[src/rtl/spike_pkg.sv]
// Shared helpers for the spike event encoders: AER address width and
// saturating counter arithmetic.
package spike_pkg;

    // Address width for n channels, never below one bit.
    function automatic int unsigned clog2_min1(input int unsigned n);
        return (n <= 2) ? 1 : $clog2(n);
    endfunction

    function automatic int unsigned aer_addr_w(input int unsigned num);
        return clog2_min1(num);
    endfunction

    // a + b clamped to max; operands are zero-extended counter values.
    function automatic logic [31:0] sat_add(input logic [31:0] a,
                                            input logic [31:0] b,
                                            input logic [31:0] max);
        logic [32:0] sum;
        sum = {1'b0, a} + {1'b0, b};
        return (sum > {1'b0, max}) ? max : sum[31:0];
    endfunction

endpackage

[src/rtl/spike_prio_enc.sv]
// Lowest-set-bit priority encoder: one-hot grant, binary index and any-valid.
module spike_prio_enc
    import spike_pkg::*;
#(
    parameter int unsigned p_num = 10,
    parameter int unsigned p_aw  = aer_addr_w(p_num)
) (
    input  logic [p_num-1:0] i_req,
    output logic [p_num-1:0] o_grant,
    output logic [p_aw-1:0]  o_idx,
    output logic             o_any
);

    always_comb begin
        o_grant = '0;
        o_idx   = '0;
        o_any   = 1'b0;
        for (int k = 0; k < p_num; k++) begin
            if (i_req[k] && !o_any) begin
                o_grant[k] = 1'b1;
                o_idx      = p_aw'(k);
                o_any      = 1'b1;
            end
        end
    end

endmodule

[src/rtl/spike_aer_encoder.sv]
// Serialises a one-cycle spike vector into AER words, lowest channel first,
// with a valid/ready output and a saturating dropped-event counter.
module spike_aer_encoder
    import spike_pkg::*;
#(
    parameter int unsigned p_num   = 10,
    parameter int unsigned p_aw    = aer_addr_w(p_num),
    parameter int unsigned p_cnt_w = 8
) (
    input  logic               i_clk,
    input  logic               w_reset_n,
    input  logic [p_num-1:0]   i_spike,
    input  logic               i_ready,
    input  logic               i_clear,
    output logic               o_valid,
    output logic [p_aw-1:0]    o_addr,
    output logic               o_busy,
    output logic               o_overflow,
    output logic [p_cnt_w-1:0] o_drop_cnt
);

    localparam logic [p_cnt_w-1:0] CntMax = '1;

    logic [p_num-1:0]   pend_q, pend_d;
    logic               valid_q, valid_d;
    logic [p_aw-1:0]    addr_q, addr_d;
    logic               ovf_q, ovf_d;
    logic [p_cnt_w-1:0] cnt_q, cnt_d;

    logic [p_num-1:0]   grant_oh;
    logic [p_aw-1:0]    grant_idx;
    logic               pend_any;
    logic               slot_free;
    logic               load;
    logic [p_num-1:0]   grant_eff;
    logic [p_num-1:0]   drop_vec;
    logic [31:0]        drops;
    logic [31:0]        cnt_base;
    logic [31:0]        cnt_sum;

    spike_prio_enc #(
        .p_num (p_num),
        .p_aw  (p_aw)
    ) u_prio_enc (
        .i_req   (pend_q),
        .o_grant (grant_oh),
        .o_idx   (grant_idx),
        .o_any   (pend_any)
    );

    always_comb begin
        slot_free = !valid_q || i_ready;
        load      = slot_free && pend_any;
        grant_eff = load ? grant_oh : '0;
        // A granted bit that re-arrives simply stays pending; not a drop.
        pend_d    = (pend_q & ~grant_eff) | i_spike;
        drop_vec  = i_spike & pend_q & ~grant_eff;

        drops = '0;
        for (int k = 0; k < p_num; k++) begin
            drops = drops + 32'(drop_vec[k]);
        end

        valid_d = valid_q;
        addr_d  = addr_q;
        if (load) begin
            valid_d = 1'b1;
            addr_d  = grant_idx;
        end else if (slot_free) begin
            valid_d = 1'b0;
        end

        // Clear restarts from this cycle's drops so none are lost.
        cnt_base = i_clear ? 32'd0 : 32'(cnt_q);
        cnt_sum  = sat_add(cnt_base, drops, 32'(CntMax));
        cnt_d    = p_cnt_w'(cnt_sum);
        ovf_d    = (ovf_q && !i_clear) || (drops != 32'd0);
    end

    always_ff @(posedge i_clk or negedge w_reset_n) begin
        if (!w_reset_n) begin
            pend_q  <= '0;
            valid_q <= 1'b0;
            addr_q  <= '0;
            ovf_q   <= 1'b0;
            cnt_q   <= '0;
        end else begin
            pend_q  <= pend_d;
            valid_q <= valid_d;
            addr_q  <= addr_d;
            ovf_q   <= ovf_d;
            cnt_q   <= cnt_d;
        end
    end

    assign o_valid    = valid_q;
    assign o_addr     = addr_q;
    assign o_busy     = (|pend_q) || valid_q;
    assign o_overflow = ovf_q;
    assign o_drop_cnt = cnt_q;

endmodule

[config.mk]
export PLATFORM = sky130hd
export DESIGN_NAME = spike_aer_encoder
export DESIGN_NICKNAME = d
export VERILOG_FILES = /design/src/rtl/spike_pkg.sv /design/src/rtl/spike_prio_enc.sv /design/src/rtl/spike_aer_encoder.sv
export SDC_FILE = /design/constraint.sdc
export NUM_CORES = 1
export LEC_CHECK = 0
export CAP_MARGIN = 10
export CORE_ASPECT_RATIO = 0.75
export CORE_MARGIN = 3
export CORE_UTILIZATION = 55
export DETAILED_ROUTE_END_ITERATION = 7
export PLACE_DENSITY = 0.84
export SYNTH_ARGS = -nofsm -noshare
export SYNTH_HDL_FRONTEND = slang
export SYNTH_HIERARCHICAL = 1
export SYNTH_SLANG_ARGS = --single-unit
[constraint.sdc]
create_clock -name i_clk -period 8.1 [get_ports i_clk]
set_input_delay 1.62 -clock i_clk [delete_from_list [all_inputs] [get_ports i_clk]]
set_output_delay 1.62 -clock i_clk [all_outputs]
set_load 0.05 [all_outputs]
==> results of run 1 <==
==> state kept, by name, indices dropped and copies added, names as in the netlist <==
register,cells
o_overflow,1
pend_q,10
o_valid,1
o_drop_cnt,8
o_addr,4
==> layer usage <==
layer / up-vias / track usage (%)
met5: - / 0
met4: 0 / 3.247
met3: 4 / 5.693
met2: 44 / 34.18
met1: 605 / 28.38
li1: 605 / -
==> cells in the mapped netlist (2+ instances only) <==
cell and instances:
a211oi_1 3, a21boi_0 4, a21boi_1 7, a21oi_1 3, a31oi_1 2, and2_1 8
and2b_1 4, and3b_1 2, buf_4 2, dfrtp_1 24, fa_1 7, ha_1 6
inv_1 13, mux2_1 4, nand2_1 6, nand2b_1 5, nand3_1 2, nor2_1 10
nor3_1 2, nor3b_1 3, nor4_1 2, o21ai_0 3, or2_2 10
==> power by group through the flow <==
stage / combinational [W] / sequential [W] / clock [W]
6_report: 0.000255 / 0.000146 / 0.000109
3_5_place_dp: 0.000254 / 0.000148 / 0
4_1_cts: 0.000256 / 0.000146 / 0.000108
2_1_floorplan: 0.000128 / 0.000198 / 0
3_3_place_gp: 0.000246 / 0.000148 / 0
5_1_grt: 0.000276 / 0.000149 / 0.000113
==> worst max-delay path, cell delays in order <==
cell and delay, ns:
clkdlybuf4s50_1 0.45, nand2b_1 0.11, and2_1 0.47, a21boi_1 0.18, and2_1 0.21, fa_1 0.52
inv_1 0.06, fa_1 0.51, fa_1 0.49, inv_1 0.07, ha_1 0.16, inv_1 0.06
fa_1 0.52, inv_1 0.07, ha_1 0.29, a211oi_1 0.43, o21bai_2 0.18, a21oi_1 0.20
a311oi_2 0.06
==> stage by stage <==
stage	instances	hold slack, ns	power [W]	util [%]	setup WS, ns
2_1_floorplan	157	0.6183	0.0003266	-	2.210
3_3_place_gp	219	0.4707	0.0003937	71.60	1.492
3_5_place_dp	219	0.4785	0.0004018	71.60	1.335
4_1_cts	223	0.5001	0.0005105	74.22	1.582
5_1_grt	223	0.5207	0.0005383	74.22	1.306
6_report	223	0.5073	0.0005095	74.22	1.602
==> worst max-delay path by stage <==
stage             from  slack [ns]       endpoint
2_1_floorplan  i_ready        2.21  o_drop_cnt[5]
3_3_place_gp   i_ready        1.49  o_drop_cnt[5]
3_5_place_dp   i_ready        1.33  o_drop_cnt[7]
4_1_cts        i_ready        1.58  o_drop_cnt[7]
5_1_grt        i_ready        1.31  o_drop_cnt[5]
6_report       i_ready        1.60  o_drop_cnt[5]
==> layout make-up <==
class | count | area share [%]
Multi-Input combinational cell | 118 | 48.24
Sequential cell | 24 | 29.72
Timing Repair Buffer | 28 | 13.87
Inverter | 13 | 2.415
Tap cell | 36 | 2.229
Clock buffer | 3 | 2.043
Clock inverter | 1 | 1.486
==> cells by family after synthesis <==
group	Yosys count	share of synthesized area, %
AOI/OAI and AO/OA	31	15.11
xor gates and xnor gates	1	0.5344
adders and majority gates	13	13.13
buffers and inverters	15	3.893
DFF	24	36.64
muxes	5	3.359
and+or+nand+nor	68	27.33
==> qor.csv, run 1 <==
metric;value;unit
status;complete, no violations;
finalCritPeriodShare;80.22;%
power.density;252.1;nW/um2
power_frac_clock;21.3;%
seqPwrFrac;28.6;%
synthFlopType;dfrtp_1;
cts-resized-gates;0;
end_kind;flip-flop;
critPathRequiredTime;8.26;ns
diodes;0;
syn_nets;184;
rows;16;
seq_area;600.6;um2
synth_seq_cells;24;
slew_headroom;26.80;%
cts_tree;yes;
antenna_found_initial;0;
irDropWorstVdd;0.2130;mV
post_cts.repair.setup_buffers;0;
numCtsBuffers;3;
whs_path_depth;1;
root_buffer;clkbuf_8;
dp_hpwl;2803;um
die_w;69.04;um
avgSynthCellArea;10.44;um2
globalplace.congestion;0.8218;
arrival;6.66;ns
r2r-start;pend_q[1];
setup_viol;0;
combPwrFrac;50.0;%
ys_async_sr_fraction;100.0;%
num_io_pins;29;
final_area;2021;um2
drv_slew;0;
yosys-top-cells-area;dfrtp_1 37%, fa_1 8.5%, ha_1 4.6%;
start_util;60.20;%
cts_sinks;24;
synth_area;1639;um2
rr_worst_depth;19;
drc;0;
place_area;1949;um2
ys_types;48;
grt_usage;20.85;%
cts_buffer_depth;2;
max_freq;153.9;MHz
path_max_fanout;14;
cap_violations;0;
met3_length;191;um
drtIter0Drc;146;
seq_area_frac_synth;36.64;%
die_h;53.28;um
grt_max_degree;25;
postRouteAntennaNets;0;
maxUsedRoutingLayer;met4;
setup_tns;0;ns
firstDrtPassIters;4;
leakage;0.8698;nW
insertion_delay;0.28;ns
synth_top_area_share;36.64;%
min_to;o_addr[1];
switching_power;0.0002049;W
hold_viol_final;0;
holdBufCountCts;0;
overflow;0;
multi_input_area;974.7;um2
yosysTopAreaCell;dfrtp_1;
r2r_setup_slack;2.55;ns
final_cell_mix;28 x clkdlybuf4s50_1, 24 x dfrtp_1, 13 x inv_1;
start_kind;primary input;
cts.clk_slew.worst_paths;0.10;ns
die-area;3678;um2
grt_setup_unrepaired;false;
path_class;primary input to flip-flop;
hold_path_class;flip-flop to flip-flop;
syn_inst;157;
m1WireLength;1745;um
hp-start;o_addr[1];
wl_per_cell;16.18;um
core-area;2723;um2
final_common_cell;clkdlybuf4s50_1;
finalNetCount;215;
swShare;40.21;%
drive_gt1_share;13.90;%
p_int;0.0003046;W
wl_met2;1648;um
drt-vias-per-instance;5.641;
routed_wl;3609;um
synth_edf_count;0;
skew;0.01566;ns
dr_total_vias;1258;
yosysWarnings;6;
tightestPinTransition;1.095;ns
grt_pass1_vias;1242;
area.growth.synth_to_final;23.28;%
grt_pass1_wl;5940;um
htree_levels;1;
fillers;193;
portBuffers;28;
post-route-min-period;6.498;ns
reg2reg_to;o_drop_cnt[5];
Note: power is estimated with default switching activity, not from simulation.
==> inputs of run 2 (changes only) <==
--- a/config.mk
+++ b/config.mk
@@ -8,9 +8,9 @@
 export CAP_MARGIN = 10
 export CORE_ASPECT_RATIO = 0.75
 export CORE_MARGIN = 3
-export CORE_UTILIZATION = 55
+export CORE_UTILIZATION = 52
 export DETAILED_ROUTE_END_ITERATION = 7
-export PLACE_DENSITY = 0.84
+export PLACE_DENSITY = 0.8
 export SYNTH_ARGS = -nofsm -noshare
 export SYNTH_HDL_FRONTEND = slang
 export SYNTH_HIERARCHICAL = 1
==> constraint.sdc (replaced) <==
create_clock -name i_clk -period 6.4 [get_ports i_clk]
set_input_delay 1.28 -clock i_clk [delete_from_list [all_inputs] [get_ports i_clk]]
set_output_delay 1.28 -clock i_clk [all_outputs]
set_load 0.05 [all_outputs]
==> run 2 against run 1 <==
  * Global-route usage down 0.66 points
  * Cell area rose by 0.37%
  * Clock-buffer cell count is the same
  * Core utilization shrank 1.9 points
  * Register-to-register slack got worse by 1.5 ns
  * Die area grew 5.2%
  * Worst hold slack lost 0.012 ns
  * Critical path type unchanged
  * Critical endpoint unchanged
  * Largest power group unchanged
  * Highest routed layer is now met3
==> qor.csv, run 2 (synthesis gave the netlist of run 1 again) <==
metric;value;unit;change
status;complete, no violations;;unchanged
irDropWorstVdd;0.2447;mV;was 0.2130 mV
gr-max-usage-layer;met2;;unchanged
holdBufCountCts;0;;unchanged
portBuffers;28;;unchanged
cts_buffer_depth;2;;unchanged
skew;0.006066;ns;was 0.01566 ns
diodes;0;;unchanged
drc;0;;unchanged
grt_max_degree;25;;unchanged
power.density;314.1;nW/um2;was 252.1 nW/um2
dr_total_vias;1271;;was 1258
final_common_cell;clkdlybuf4s50_1;;unchanged
drv_slew;0;;unchanged
end_kind;flip-flop;;unchanged
finalNetCount;216;;was 215
critPathRequiredTime;6.59;ns;was 8.26 ns
drive_gt1_share;14.36;%;was 13.90%
cap_violations;0;;unchanged
numCtsBuffers;3;;unchanged
tightestPinTransition;1.088;ns;was 1.095 ns
post_cts.repair.setup_buffers;0;;unchanged
start_util;58.48;%;was 60.20%
layoutNonFillerInstCount;224;;was 223
start_kind;primary input;;unchanged
cts_sinks;24;;unchanged
dp_hpwl;2714;um;was 2803 um
grt_pass1_wl;5940;um;unchanged
crit_family;adder cells;;unchanged
grt_use_met1;28.21;%;was 28.38%
root_buffer;clkbuf_8;;unchanged
slowest_delay;0.54;ns;was 0.52 ns
grt_setup_unrepaired;false;;unchanged
largest_reg_flops;10;;unchanged
grt_usage;20.19;%;was 20.85%
path_class;primary input to flip-flop;;unchanged
area.growth.synth_to_final;23.74;%;was 23.28%
hold_viol_final;0;;unchanged
final_cell_mix;28 x clkdlybuf4s50_1, 24 x dfrtp_1, 13 x inv_1;;unchanged
grt_pass1_vias;1235;;was 1242
crit_path_top_delay_cell;fa_1;;unchanged
worstPathCellList;clkdlybuf4s50_1 -> nand2b_1 -> and2_1 -> a21boi_1 -> and2_1 -> fa_1 -> inv_1 -> fa_1 -> fa_1 -> inv_1 -> ha_1 -> inv_1 -> fa_1 -> fa_1 -> nor2b_4 -> o311a_4 -> nand4_4 -> a311oi_2;;was clkdlybuf4s50_1 -> nand2b_1 -> and2_1 -> a21boi_1 -> and2_1 -> fa_1 -> inv_1 -> fa_1 -> fa_1 -> inv_1 -> ha_1 -> inv_1 -> fa_1 -> inv_1 -> ha_1 -> a211oi_1 -> o21bai_2 -> a21oi_1 -> a311oi_2
cpMostUsedCell;fa_1;;
htree_levels;1;;unchanged
path_max_fanout;9;;was 14
drt-vias-per-instance;5.674;;was 5.641
hold_path_class;flip-flop to flip-flop;;unchanged
finalCritPeriodShare;92.66;%;
cts.clk_slew.worst_paths;0.09;ns;was 0.10 ns
wl_per_cell;16.03;um;was 16.18 um
antenna_found_initial;0;;unchanged
insertion_delay;0.27;ns;was 0.28 ns
die_h;54.62;um;was 53.28 um
use_met2;32.62;%;was 34.18%
cts-resized-gates;0;;unchanged
postRouteAntennaNets;0;;unchanged
leakage;0.8746;nW;was 0.8698 nW
drtIter0Drc;102;;was 146
setup_viol;0;;unchanged
arrival;6.12;ns;was 6.66 ns
rows;16;;unchanged
num_io_pins;29;;unchanged
die-area;3869;um2;was 3678 um2
regMostFlops;pend_q;;unchanged
routed_wl;3590;um;was 3609 um
core-area;2803;um2;was 2723 um2
placed_cells;220;;was 219
crit_buf_inv;4;;was 5
overflow;0;;unchanged
grtUsageMet3;5.321;%;was 5.693%
firstDrtPassIters;4;;unchanged
fillers;200;;was 193
post-route-min-period;5.930;ns;
slew_headroom;27.27;%;was 26.80%
max_freq;168.6;MHz;
setup_tns;0;ns;unchanged
cts_tree;yes;;unchanged
globalplace.congestion;0.9202;;was 0.8218
die_w;70.83;um;was 69.04 um
[run 2: cell count changes in the layout (fill, tap and decap cells not counted)]
cell	delta
buf_4	+1
[run 2: cell type report]
type	count	area (um2)	area share [%]
clock inverter	1	30.03	1.481
multi-input combinational	118	974.7	48.06
inverter	13	48.80	2.406
tap	36	45.04	2.221
clock buffer	3	41.29	2.036
timing repair buffer	29	287.8	14.19
sequential	24	600.6	29.61
[run 2: routing by layer]
layer  up-vias  part of all wire (%)
met1       618                    48
met2        41                    46
li1        612                     -
met5         -                     0
met4         0                     0
met3         0                   5.4
[run 2: through the flow]
step	setup slack, ns	util, %	hold WS (ns)	total power (W)	area (um2)
after floorplan	0.8499	-	0.6183	0.0004134	1639
after global placement	0.2872	69.82	0.4684	0.0004988	1957
after detailed placement	0.1997	69.82	0.4840	0.0005023	1957
after CTS	0.4547	72.37	0.5057	0.0006428	2028
after global routing	0.2250	72.37	0.5312	0.0006809	2028
final	0.4698	72.37	0.4951	0.0006371	2028
[run 2: power breakdown]
part | total [W] | internal [W] | leakage [nW] | switching [W]
Clock | 0.000135 | 0.0000837 | 0.0357 | 0.0000514
Combinational | 0.000317 | 0.000129 | 0.574 | 0.000188
Sequential | 0.000185 | 0.000173 | 0.265 | 0.0000128
Total | 0.000637 | 0.000385 | 0.875 | 0.000252
[run 2: path summary, 6_finish.rpt]
check / depth (start not counted) / slack (ns) / from / endpoint
min reg2reg: 1 / 0.50 / o_addr[2] / o_addr[2]
max: 18 / 0.47 / i_ready / o_drop_cnt[5]
max in group asynchronous: 1 / 4.15 / w_reset_n / o_drop_cnt[1]
min in group asynchronous: 1 / 1.59 / w_reset_n / o_drop_cnt[4]
max reg2reg: 18 / 1.01 / pend_q[1] / o_drop_cnt[5]
min: 1 / 0.50 / o_addr[2] / o_addr[2]
==> inputs of run 3 (changes only) <==
--- a/config.mk
+++ b/config.mk
@@ -6,8 +6,8 @@
 export NUM_CORES = 1
 export LEC_CHECK = 0
 export CAP_MARGIN = 10
-export CORE_ASPECT_RATIO = 0.75
-export CORE_MARGIN = 3
+export CORE_ASPECT_RATIO = 1.25
+export CORE_MARGIN = 5
 export CORE_UTILIZATION = 52
 export DETAILED_ROUTE_END_ITERATION = 7
 export PLACE_DENSITY = 0.8
==> run 3 against run 2 <==
  * Fmax up 0.28%
  * Highest routed layer is now met4
  * Clock skew shrank 0.0017 ns
  * Critical endpoint unchanged
  * Largest cell class unchanged
  * Routed wire length shrank 6.0%
  * Power fell by 8.1%
==> qor.csv, run 3 (synthesis gave the netlist of run 1 again) <==
metric;value;unit;change
combPwrFrac;54.5;%;was 49.7%
grt_setup_unrepaired;false;;unchanged
place_area;1949;um2;was 1957 um2
p_int;0.0003368;W;was 0.0003852 W
cap_violations;0;;unchanged
postRouteAntennaNets;0;;unchanged
grt_pass1_vias;1370;;was 1235
largest_reg_flops;10;;unchanged
cts_sinks;24;;unchanged
drc;0;;unchanged
drv_slew;0;;unchanged
finalCritPeriodShare;92.40;%;was 92.66%
die_h;72.77;um;was 54.62 um
hold_viol_final;0;;unchanged
arrival;6.11;ns;was 6.12 ns
grt_pass1_wl;5954;um;was 5940 um
worstPathCellList;clkdlybuf4s50_1 -> nand2b_1 -> and2_2 -> a21boi_1 -> and2_1 -> fa_1 -> inv_1 -> fa_1 -> fa_1 -> inv_1 -> ha_1 -> inv_1 -> fa_1 -> inv_1 -> ha_1 -> a211oi_1 -> o21bai_2 -> a21oi_1 -> a311oi_2;;was clkdlybuf4s50_1 -> nand2b_1 -> and2_1 -> a21boi_1 -> and2_1 -> fa_1 -> inv_1 -> fa_1 -> fa_1 -> inv_1 -> ha_1 -> inv_1 -> fa_1 -> fa_1 -> nor2b_4 -> o311a_4 -> nand4_4 -> a311oi_2
drtIter0Drc;31;;was 102
grt_max_degree;25;;unchanged
insertion_delay;0.32;ns;was 0.27 ns
drive_gt1_share;14.44;%;was 14.36%
finalNetCount;215;;was 216
dp_hpwl;2704;um;was 2714 um
routed_wl;3374;um;was 3590 um
htree_levels;1;;unchanged
seqPwrFrac;31.7;%;was 29.1%
end_kind;flip-flop;;unchanged
crit_path_top_delay_cell;fa_1;;unchanged
wl_per_cell;15.13;um;was 16.03 um
cts.clk_slew.worst_paths;0.13;ns;was 0.09 ns
num_io_pins;29;;unchanged
globalplace.congestion;0.8619;;was 0.9202
leakage;0.8557;nW;was 0.8746 nW
cts_tree;yes;;unchanged
start_kind;primary input;;unchanged
whs_path_depth;1;;unchanged
drt-vias-per-instance;5.632;;was 5.674
final_common_cell;clkdlybuf4s50_1;;unchanged
hp-start;o_addr[0];;was o_addr[2]
path_max_fanout;14;;was 9
setup_viol;0;;unchanged
critPathRequiredTime;6.60;ns;was 6.59 ns
power_frac_clock;13.8;%;was 21.2%
final_area;1987;um2;was 2028 um2
r2r-start;pend_q[1];;unchanged
skew;0.004395;ns;was 0.006066 ns
crit_buf_inv;5;;was 4
power.density;294.5;nW/um2;was 314.1 nW/um2
slew_headroom;27.65;%;was 27.27%
core-area;3000;um2;was 2803 um2
min_to;o_addr[0];;was o_addr[2]
dr_total_vias;1256;;was 1271
path_class;primary input to flip-flop;;unchanged
die-area;4382;um2;was 3869 um2
firstDrtPassIters;4;;unchanged
crit_family;adder cells;;unchanged
area.growth.synth_to_final;21.22;%;was 23.74%
irDropWorstVdd;0.3020;mV;was 0.2447 mV
fillers;242;;was 200
hold_path_class;flip-flop to flip-flop;;unchanged
portBuffers;28;;unchanged
layoutNonFillerInstCount;223;;was 224
final_cell_mix;28 x clkdlybuf4s50_1, 24 x dfrtp_1, 13 x inv_1;;unchanged
cts_buffer_depth;2;;unchanged
post-route-util;66.22;%;was 72.37%
root_buffer;clkbuf_4;;was clkbuf_8
max_freq;169.1;MHz;was 168.6 MHz
start_util;54.63;%;was 58.48%
rr_worst_depth;19;;was 18
post-route-min-period;5.914;ns;was 5.930 ns
tightestPinTransition;1.082;ns;was 1.088 ns
placed_cells;219;;was 220
numCtsBuffers;3;;unchanged
reg2reg_to;o_drop_cnt[5];;unchanged
die_w;60.22;um;was 70.83 um
diodes;0;;unchanged
whs;0.5070;ns;was 0.4951 ns
switching_power;0.0002484;W;was 0.0002519 W
post_cts.repair.setup_buffers;0;;unchanged
swShare;42.45;%;was 39.54%
dp_slack;-0.05983;ns;was 0.1997 ns
setup_ws;0.4861;ns;was 0.4698 ns
r2r_setup_slack;0.94;ns;was 1.01 ns
antenna_found_initial;0;;unchanged
slowest_delay;0.53;ns;was 0.54 ns
overflow;0;;unchanged
regMostFlops;pend_q;;unchanged
rows;22;;was 16
status;complete, no violations;;unchanged
grt_usage;17.67;%;was 20.19%
[run 3: changes by cell type in the layout (fill, tap and decap cells not counted)]
cell,change
and2_1,-1
bufinv_16,-1
clkbuf_4,+3
clkbuf_8,-2
buf_4,-1
and2_2,+1
[run 3: layout make-up]
class | instances | area [um2] | share of cell area (%)
multi-input combinational | 118 | 975.9 | 49.12
sequential | 24 | 600.6 | 30.23
timing repair buffer | 28 | 280.3 | 14.11
inverter | 13 | 48.80 | 2.456
tap | 36 | 45.04 | 2.267
clock buffer | 4 | 36.28 | 1.826
[run 3: worst max-delay path by stage]
| stage | slack (ns) | startpoint | depth (start not counted) | endpoint |
|---|---|---|---|---|
| 6_report | 0.49 | i_ready | 19 | o_drop_cnt[5] |
| 5_1_grt | 0.14 | i_ready | 19 | o_drop_cnt[7] |
| 4_1_cts | 0.29 | i_ready | 19 | o_drop_cnt[5] |
| 3_5_place_dp | -0.06 | i_ready | 19 | o_drop_cnt[5] |
| 3_3_place_gp | 0.14 | i_ready | 18 | o_drop_cnt[5] |
| 2_1_floorplan | 0.85 | i_ready | 18 | o_drop_cnt[5] |
[run 3: power by group through the flow]
stage	Combinational, W	Clock [W]	Sequential (W)
2_1_floorplan	0.000162	0	0.000251
3_3_place_gp	0.000312	0	0.000188
3_5_place_dp	0.000317	0	0.000188
4_1_cts	0.000322	0.0000837	0.000186
5_1_grt	0.000352	0.0000903	0.000189
6_report	0.000319	0.0000807	0.000186
[run 3: layer usage]
metal,track usage (%),vias up,part of all wire (%)
met5,0,-,0
met1,19.71,613,40
met4,8.374,0,2.9
met2,31.85,29,54
li1,-,606,-
met3,2.655,8,3.1
[run 3: worst register-to-register path, stage by stage (launching register included)]
cell      delay [ns]
dfrtp_1         0.50
nor4_4          0.50
nand4_1         0.14
and2_2          0.31
a21boi_1        0.24
and2_1          0.18
fa_1            0.41
inv_1           0.08
fa_1            0.44
fa_1            0.49
inv_1           0.08
ha_1            0.18
inv_1           0.06
fa_1            0.53
inv_1           0.08
ha_1            0.29
a211oi_1        0.40
o21bai_2        0.18
a21oi_1         0.21
a311oi_2        0.06
[run 3: stage by stage]
| stage | total power [W] | TNS (ns) |
|---|---|---|
| floorplan | 0.0004134 | 0 |
| global route | 0.0006315 | 0 |
| finish | 0.0005852 | 0 |
| CTS | 0.0005908 | 0 |
| global placement | 0.0004992 | 0 |
| detailed placement | 0.0005058 | -0.1100 |
[run 3: timing repair]
action / CTS / global route
hold buffers: 0 / 0
setup endpoints to repair: 0 / 2
resized for setup: 0 / 1
